## config.mk

```make
export PLATFORM = sky130hd
export DESIGN_NAME = sc2bin_seq_array_flat
export DESIGN_NICKNAME = d
export VERILOG_FILES = /design/src/rtl/sc2bin_seq_array_if.sv /design/src/rtl/sc2bin_seq_array.sv /design/src/flat_wrapper.sv
export SDC_FILE = /design/constraint.sdc
export NUM_CORES = 1
export LEC_CHECK = 0
export BUFFER_PORTS_ARGS = -buffer_cell sky130_fd_sc_hd__buf_2
export CAP_MARGIN = 20
export CORE_ASPECT_RATIO = 0.7
export CORE_UTILIZATION = 60
export CTS_BUF_LIST = sky130_fd_sc_hd__clkbuf_8
export DETAILED_ROUTE_END_ITERATION = 10
export HOLD_SLACK_MARGIN = 0.02
export PLACE_DENSITY = 0.78
export SYNTH_ARGS = -nofsm -noshare
export SYNTH_HDL_FRONTEND = slang
export SYNTH_SLANG_ARGS = --single-unit
```

## constraint.sdc

```tcl
create_clock -name clk -period 4.2 [get_ports clk]
set_input_delay 0.63 -clock clk [delete_from_list [all_inputs] [get_ports clk]]
set_output_delay 0.63 -clock clk [all_outputs]
set_load 0.005 [all_outputs]
```

## src/rtl/sc2bin_seq_array_if.sv

```systemverilog
// rtl/sc2bin_seq_array_if.sv - row output stream interface for sc2bin_seq_array
// One transfer carries one array row of COL binary results.
//   out_valid  master->slave  a row is presented on bin_out
//   out_ready  slave->master  consumer accepts the row
//   out_row    master->slave  index of the row on bin_out
//   bin_out    master->slave  column k at [k*BITWIDTH +: BITWIDTH]
interface sc2bin_seq_array_if #(
    parameter int ROW      = 2,
    parameter int COL      = 2,
    parameter int BITWIDTH = 8
);
    localparam int RW = (ROW > 1) ? $clog2(ROW) : 1;

    logic                    out_valid;
    logic                    out_ready;
    logic [RW-1:0]           out_row;
    logic [COL*BITWIDTH-1:0] bin_out;

    modport master (output out_valid, output out_row, output bin_out, input out_ready);
    modport slave  (input out_valid, input out_row, input bin_out, output out_ready);
endinterface

```

## src/rtl/sc2bin_seq_array.sv

```systemverilog
// rtl/sc2bin_seq_array.sv - self-sequenced ROW x COL stochastic-to-binary converter array
// Each cell up/down-counts its positive and negative SC streams over a window of
// 2**(BITWIDTH-shft) cycles, rescales by shft, clamps (ReLU or signed) and the
// results are streamed out one row per transfer.
//   clk       clock
//   reset_n   asynchronous active-low reset
//   start     begin conversion (accepted only while idle)
//   shft_amt  window shortening, sampled with start, clamped to MAX_SHFT
//   relu_en   1: unsigned ReLU result, 0: signed result; sampled with start
//   sc_pos    cell c owns bits [c*NPOS +: NPOS]
//   sc_neg    cell c owns bits [c*NNEG +: NNEG]
//   busy      high whenever not idle
//   done      one-cycle pulse after the last row is accepted
//   out_if    row stream (out_valid/out_ready/out_row/bin_out)
module sc2bin_seq_array #(
    parameter int BITWIDTH = 8,
    parameter int MAX_SHFT = 4,
    parameter int ROW      = 2,
    parameter int COL      = 2,
    parameter int NPOS     = 2,
    parameter int NNEG     = 2,
    localparam int SW      = $clog2(MAX_SHFT + 1)
) (
    input  logic                     clk,
    input  logic                     reset_n,
    input  logic                     start,
    input  logic [SW-1:0]            shft_amt,
    input  logic                     relu_en,
    input  logic [ROW*COL*NPOS-1:0]  sc_pos,
    input  logic [ROW*COL*NNEG-1:0]  sc_neg,
    output logic                     busy,
    output logic                     done,
    sc2bin_seq_array_if.master       out_if
);
    localparam int NCELL = ROW * COL;
    localparam int RW    = (ROW > 1) ? $clog2(ROW) : 1;
    localparam int NMAX  = (NPOS > NNEG) ? NPOS : NNEG;
    localparam int ACC_W = BITWIDTH + $clog2(NMAX) + 2;
    localparam int VAL_W = ACC_W + MAX_SHFT;
    localparam int CNT_W = BITWIDTH + 1;

    localparam logic [CNT_W-1:0]        FULL_LEN = {1'b1, {BITWIDTH{1'b0}}};
    localparam logic signed [VAL_W-1:0] V_UMAX   = VAL_W'((2 ** BITWIDTH) - 1);
    localparam logic signed [VAL_W-1:0] V_SMAX   = VAL_W'((2 ** (BITWIDTH - 1)) - 1);
    localparam logic signed [VAL_W-1:0] V_SMIN   = VAL_W'(-(2 ** (BITWIDTH - 1)));

    typedef enum logic [1:0] {IDLE, COUNT, CONV, PUSH} state_t;

    state_t                     state;
    logic [SW-1:0]              shft_q;
    logic                       relu_q;
    logic [CNT_W-1:0]           win_cnt;
    logic signed [ACC_W-1:0]    acc   [NCELL];
    logic signed [ACC_W-1:0]    delta [NCELL];
    logic [BITWIDTH-1:0]        res   [NCELL];
    logic [SW-1:0]              shft_clamp;
    logic [RW-1:0]              row_sel;
    logic [COL*BITWIDTH-1:0]    row_data;

    assign shft_clamp = (shft_amt > SW'(MAX_SHFT)) ? SW'(MAX_SHFT) : shft_amt;

    // Per-cycle net count of each cell: popcount(pos) - popcount(neg).
    always_comb begin
        for (int c = 0; c < NCELL; c++) begin
            delta[c] = '0;
            for (int i = 0; i < NPOS; i++)
                delta[c] = delta[c] + ACC_W'(sc_pos[c*NPOS + i]);
            for (int i = 0; i < NNEG; i++)
                delta[c] = delta[c] - ACC_W'(sc_neg[c*NNEG + i]);
        end
    end

    // Row that bin_out is loaded with on the next PUSH update: row 0 on the
    // first presentation, the following row after each accepted transfer.
    always_comb begin
        row_sel  = out_if.out_valid ? out_if.out_row + RW'(1) : '0;
        row_data = '0;
        for (int k = 0; k < COL; k++)
            if (int'(row_sel) < ROW)
                row_data[k*BITWIDTH +: BITWIDTH] = res[int'(row_sel)*COL + k];
    end

    // Rescale a window count to full-length units, then saturate.
    function automatic logic [BITWIDTH-1:0] convert(input logic signed [ACC_W-1:0] a,
                                                    input logic [SW-1:0] sh,
                                                    input logic relu);
        logic signed [VAL_W-1:0] v;
        logic [BITWIDTH-1:0]     r;
        v = {{MAX_SHFT{a[ACC_W-1]}}, a};
        v = v <<< sh;
        r = v[BITWIDTH-1:0];
        if (relu) begin
            if (v[VAL_W-1])
                r = '0;
            else if (v > V_UMAX)
                r = '1;
        end else begin
            if (v > V_SMAX)
                r = {1'b0, {(BITWIDTH-1){1'b1}}};
            else if (v < V_SMIN)
                r = {1'b1, {(BITWIDTH-1){1'b0}}};
        end
        return r;
    endfunction

    always_ff @(posedge clk or negedge reset_n) begin
        if (!reset_n) begin
            state            <= IDLE;
            shft_q           <= '0;
            relu_q           <= 1'b0;
            win_cnt          <= '0;
            busy             <= 1'b0;
            done             <= 1'b0;
            out_if.out_valid <= 1'b0;
            out_if.out_row   <= '0;
            out_if.bin_out   <= '0;
            for (int c = 0; c < NCELL; c++) begin
                acc[c] <= '0;
                res[c] <= '0;
            end
        end else begin
            done <= 1'b0;
            case (state)
                IDLE: begin
                    if (start) begin
                        shft_q  <= shft_clamp;
                        relu_q  <= relu_en;
                        win_cnt <= FULL_LEN >> shft_clamp;
                        busy    <= 1'b1;
                        state   <= COUNT;
                        for (int c = 0; c < NCELL; c++) begin
                            acc[c] <= '0;
                            res[c] <= '0;
                        end
                    end
                end
                COUNT: begin
                    for (int c = 0; c < NCELL; c++)
                        acc[c] <= acc[c] + delta[c];
                    win_cnt <= win_cnt - CNT_W'(1);
                    if (win_cnt == CNT_W'(1))
                        state <= CONV;
                end
                CONV: begin
                    for (int c = 0; c < NCELL; c++)
                        res[c] <= convert(acc[c], shft_q, relu_q);
                    state <= PUSH;
                end
                PUSH: begin
                    // First PUSH cycle registers row 0 onto bin_out.
                    if (!out_if.out_valid) begin
                        out_if.out_valid <= 1'b1;
                        out_if.out_row   <= '0;
                        out_if.bin_out   <= row_data;
                    end else if (out_if.out_ready) begin
                        if (out_if.out_row == RW'(ROW - 1)) begin
                            out_if.out_valid <= 1'b0;
                            done             <= 1'b1;
                            busy             <= 1'b0;
                            state            <= IDLE;
                        end else begin
                            out_if.out_row <= out_if.out_row + RW'(1);
                            out_if.bin_out <= row_data;
                        end
                    end
                end
                default: state <= IDLE;
            endcase
        end
    end
endmodule

```

## src/flat_wrapper.sv

```systemverilog
// flat-port wrapper written by rule: the top's interface ports become plain ports
module sc2bin_seq_array_flat 
#(
    parameter int BITWIDTH = 8,
    parameter int MAX_SHFT = 4,
    parameter int ROW      = 2,
    parameter int COL      = 2,
    parameter int NPOS     = 2,
    parameter int NNEG     = 2,
    localparam int SW      = $clog2(MAX_SHFT + 1)
)
  (clk, reset_n, start, shft_amt, relu_en, sc_pos, sc_neg, busy, done, out_if_out_valid, out_if_out_row, out_if_bin_out, out_if_out_ready);
  sc2bin_seq_array_if #(.ROW(ROW), .COL(COL), .BITWIDTH(BITWIDTH)) out_if_i ();
  input  logic clk;
  input  logic reset_n;
  input  logic start;
  input  logic [SW-1:0] shft_amt;
  input  logic relu_en;
  input  logic [ROW*COL*NPOS-1:0] sc_pos;
  input  logic [ROW*COL*NNEG-1:0] sc_neg;
  output logic busy;
  output logic done;
  output wire logic [$bits(out_if_i.out_valid)-1:0] out_if_out_valid;
  output wire logic [$bits(out_if_i.out_row)-1:0] out_if_out_row;
  output wire logic [$bits(out_if_i.bin_out)-1:0] out_if_bin_out;
  input wire logic [$bits(out_if_i.out_ready)-1:0] out_if_out_ready;
  assign out_if_out_valid = out_if_i.out_valid;
  assign out_if_out_row = out_if_i.out_row;
  assign out_if_bin_out = out_if_i.bin_out;
  assign out_if_i.out_ready = out_if_out_ready;
  sc2bin_seq_array #(.BITWIDTH(BITWIDTH), .MAX_SHFT(MAX_SHFT), .ROW(ROW), .COL(COL), .NPOS(NPOS), .NNEG(NNEG)) u_core (.clk(clk), .reset_n(reset_n), .start(start), .shft_amt(shft_amt), .relu_en(relu_en), .sc_pos(sc_pos), .sc_neg(sc_neg), .busy(busy), .done(done), .out_if(out_if_i));
endmodule
```

==> impl_metrics.toml <==
[status]
status = "finished, final reports clean"

[critical_path]
crit_path_end_kind = "flip-flop"
cpMostUsedCell = "fa_1"
cp_max_fo = 2
cp.required_ps = 4530
critPathMaxStageDelay_ps = 560
path_cells = "buf_2 -> ha_1 -> fa_1 -> inv_1 -> fa_1 -> nor2_1 -> fa_1 -> a21o_1 -> a21o_1 -> a2111oi_2 -> nor3_1 -> or4_1 -> a211oi_1 -> o21bai_1"
crit_arrival_ps = 4340
crit_family = "adder cells"
worst-setup-path-type = "input pin to flip-flop"
worst_path_max_delay_cell = "fa_1"
path_buf_inv = 2
startpoint_type = "input pin"

[grt]
grt_overflow = 0
grt_pass1_wl_microns = 38300
antenna_found_initial = 0
grt_pass1_vias = 7710
track_usage_pct = 30.2
grt_max_degree = 61

[drt]
first_iter_violations = 627
viasPerCell = 6.38
wl_per_cell_microns = 17.6
wl_microns = 22800
drc_errors = 0
vias = 8256
ant_nets = 0
first_pass_iters = 5

[logic_synthesis]
netlist_instances = 1070
synth_seq_cells = 111
avgSynthCellArea_sq_um = 8.69
seq_area_frac_synth_pct = 29.9
synth_top_flop_cell = "dfrtp_1"
synth_fp_nets = 1156
yosysUniqueCellTypes = 82
syn_area_sq_um = 9300
yosysWarningCount = 0
synth_edf_count = 0
async_flop_share_pct = 100

[floorplanning]
die_area_sq_um = 16000
die_w_microns = 151
num_rows = 37
fp.dieH_microns = 106
initial_utilization_pct = 62.4
core_area_sq_um = 14900
ios = 44

[sta]
finalHoldViolations = 0
rsz0062_at_grt = "no"
finalMaxSlewViolations = 0
slew_headroom_pct = 29.4
finalSetupViolCount = 0
worst_pin_slew_ps = 1060
finClkSkew_ps = 18.0
period_minus_slack_ps = 4020
min_period_over_period_pct = 95.6
fmax_ghz = 0.249
postLayoutSetupSlackWorst_ps = 184

[placement]
dp_slack_ps = -216
dp_hpwl_microns = 16900
place_inst = 1278
io_buffers = 43
place_congestion = 0.899

[clocking]
post_cts_buffers = 0
ctsHoldBuffers = 0
cts_max_level = 3
cts_tree = "yes"
clock-sinks = 111
numCtsBuffers = 9
clockRootBuffer = "clkbuf_8"
cts.clk_slew.worst_paths_ps = 120
ctsResizeCount = 0
insertion_delay_ps = 410
cts_buffer_depth = 2

[final_layout]
fin_cells = 1295
diodes = 0
nFillCells = 1253
fin_nets = 1181
syn_to_final_growth_pct = 6.34
drive_gt1_share_pct = 13.4
layout_commonest_cell = "dfrtp_1"
final_cell_mix = "109 x dfrtp_1, 108 x inv_1, 103 x nand2_1"

[power_and_ir_drop]
report.power.total_uw = 9210
peakVddDrop_uv = 444
power_density_nw_per_um2 = 931
p_leak_uw = 0.00448

[hold_path]
hold_class = "input pin to async pin"

[job]
timing.max_cap.violations = 0
==> power by group <==
group          internal, uW  switching (uW)
sequential             1570             673
combinational          2710            3590
clock                   278             389
==> layout make-up <==
| class | count | area, sq um | area share (%) |
|---|---|---|---|
| flip-flops and latches | 111 | 2780 | 28.1 |
| repair buffers | 73 | 450 | 4.56 |
| clock inverters | 7 | 75.1 | 0.759 |
| clock buffers | 9 | 124 | 1.25 |
| well taps | 195 | 244 | 2.47 |
| inverters | 108 | 405 | 4.10 |
| multi-input cells | 792 | 5800 | 58.7 |
==> cell usage after synthesis, types with 9 or more instances <==
master    instances  area [sq um]
o22ai_1          28           175
nor2_1           69           259
a31oi_1          13          81.3
o21ai_0          85           425
o31ai_1          14           105
a211oi_1         13          97.6
dfrtp_1         111          2780
fa_1             12           240
a21o_1           13          97.6
xnor2_1          11          96.3
mux2_2           17           191
o32ai_1          10          87.6
nor3_1           23           115
clkbuf_1         33           124
mux2i_1          46           460
inv_1           107           402
nand3_1          31           155
o21a_1           10          75.1
o211ai_1         14           105
ha_1             50           626
a32o_1            9          90.1
a21oi_1          59           295
mux4_2           15           338
nand2b_1         11          68.8
nand2_1         103           387
==> registers in the layout, summed over array words and instances (netlist names) <==
name	cells
u_core.out_if.out_valid	1
u_core.res	32
u_core.out_if.bin_out	16
u_core.shft_q	3
u_core.state	2
u_core.win_cnt	9
u_core.acc	44
u_core.relu_q	1
u_core.done	1
u_core.busy	1
u_core.out_if.out_row	1
==> cell families after synthesis <==
group / share of synthesized area (%)
XOR/XNOR: 1.79
AND/OR/NAND/NOR: 14.7
flip-flops: 29.9
adder cells (fa/ha/maj): 9.31
multiplexers: 12.1
buffers and inverters: 7.90
AO/OA/AOI/OAI: 24.3
==> routing by layer <==
layer	up-vias	routed length, microns	share of wire (%)	GRT usage, %
li1	3979	-	-	-
met1	3961	10800	48	43.6
met2	259	10100	44	46.3
met3	57	1290	5.7	4.46
met4	0	567	2.5	9.86
met5	-	0	0	0
==> worst paths after layout <==
| path | start | end | slack (ps) | depth (start not counted) |
|---|---|---|---|---|
| max | sc_pos[2] | u_core.acc[32]$_DFFE_PN0P_ | 180 | 14 |
| min | reset_n | u_core.win_cnt[6]$_DFFE_PN0P_ | 280 | 1 |
| max reg2reg | u_core.acc[33]$_DFFE_PN0P_ | u_core.acc[43]$_DFFE_PN0P_ | 700 | 11 |
| min reg2reg | u_core.out_if.bin_out[8]$_DFFE_PN0P_ | u_core.out_if.bin_out[8]$_DFFE_PN0P_ | 490 | 2 |
| max in group asynchronous | reset_n | u_core.res[31]$_DFFE_PN0P_ | 3030 | 2 |
| min in group clk | relu_en | u_core.relu_q$_DFFE_PN0P_ | 460 | 2 |
==> metrics by stage <==
stage / instance area (sq um) / hold WS, ps / util, % / TNS, ps
after floorplan: 9310 / 334 / - / 0
after global placement: 9670 / 460 / 64.9 / -211
after detailed placement: 9670 / 465 / 64.9 / -479
after CTS: 9870 / 313 / 66.2 / 0
after global routing: 9890 / 348 / 66.3 / 0
final: 9890 / 281 / 66.3 / 0
(Power assumes the default switching activity.)
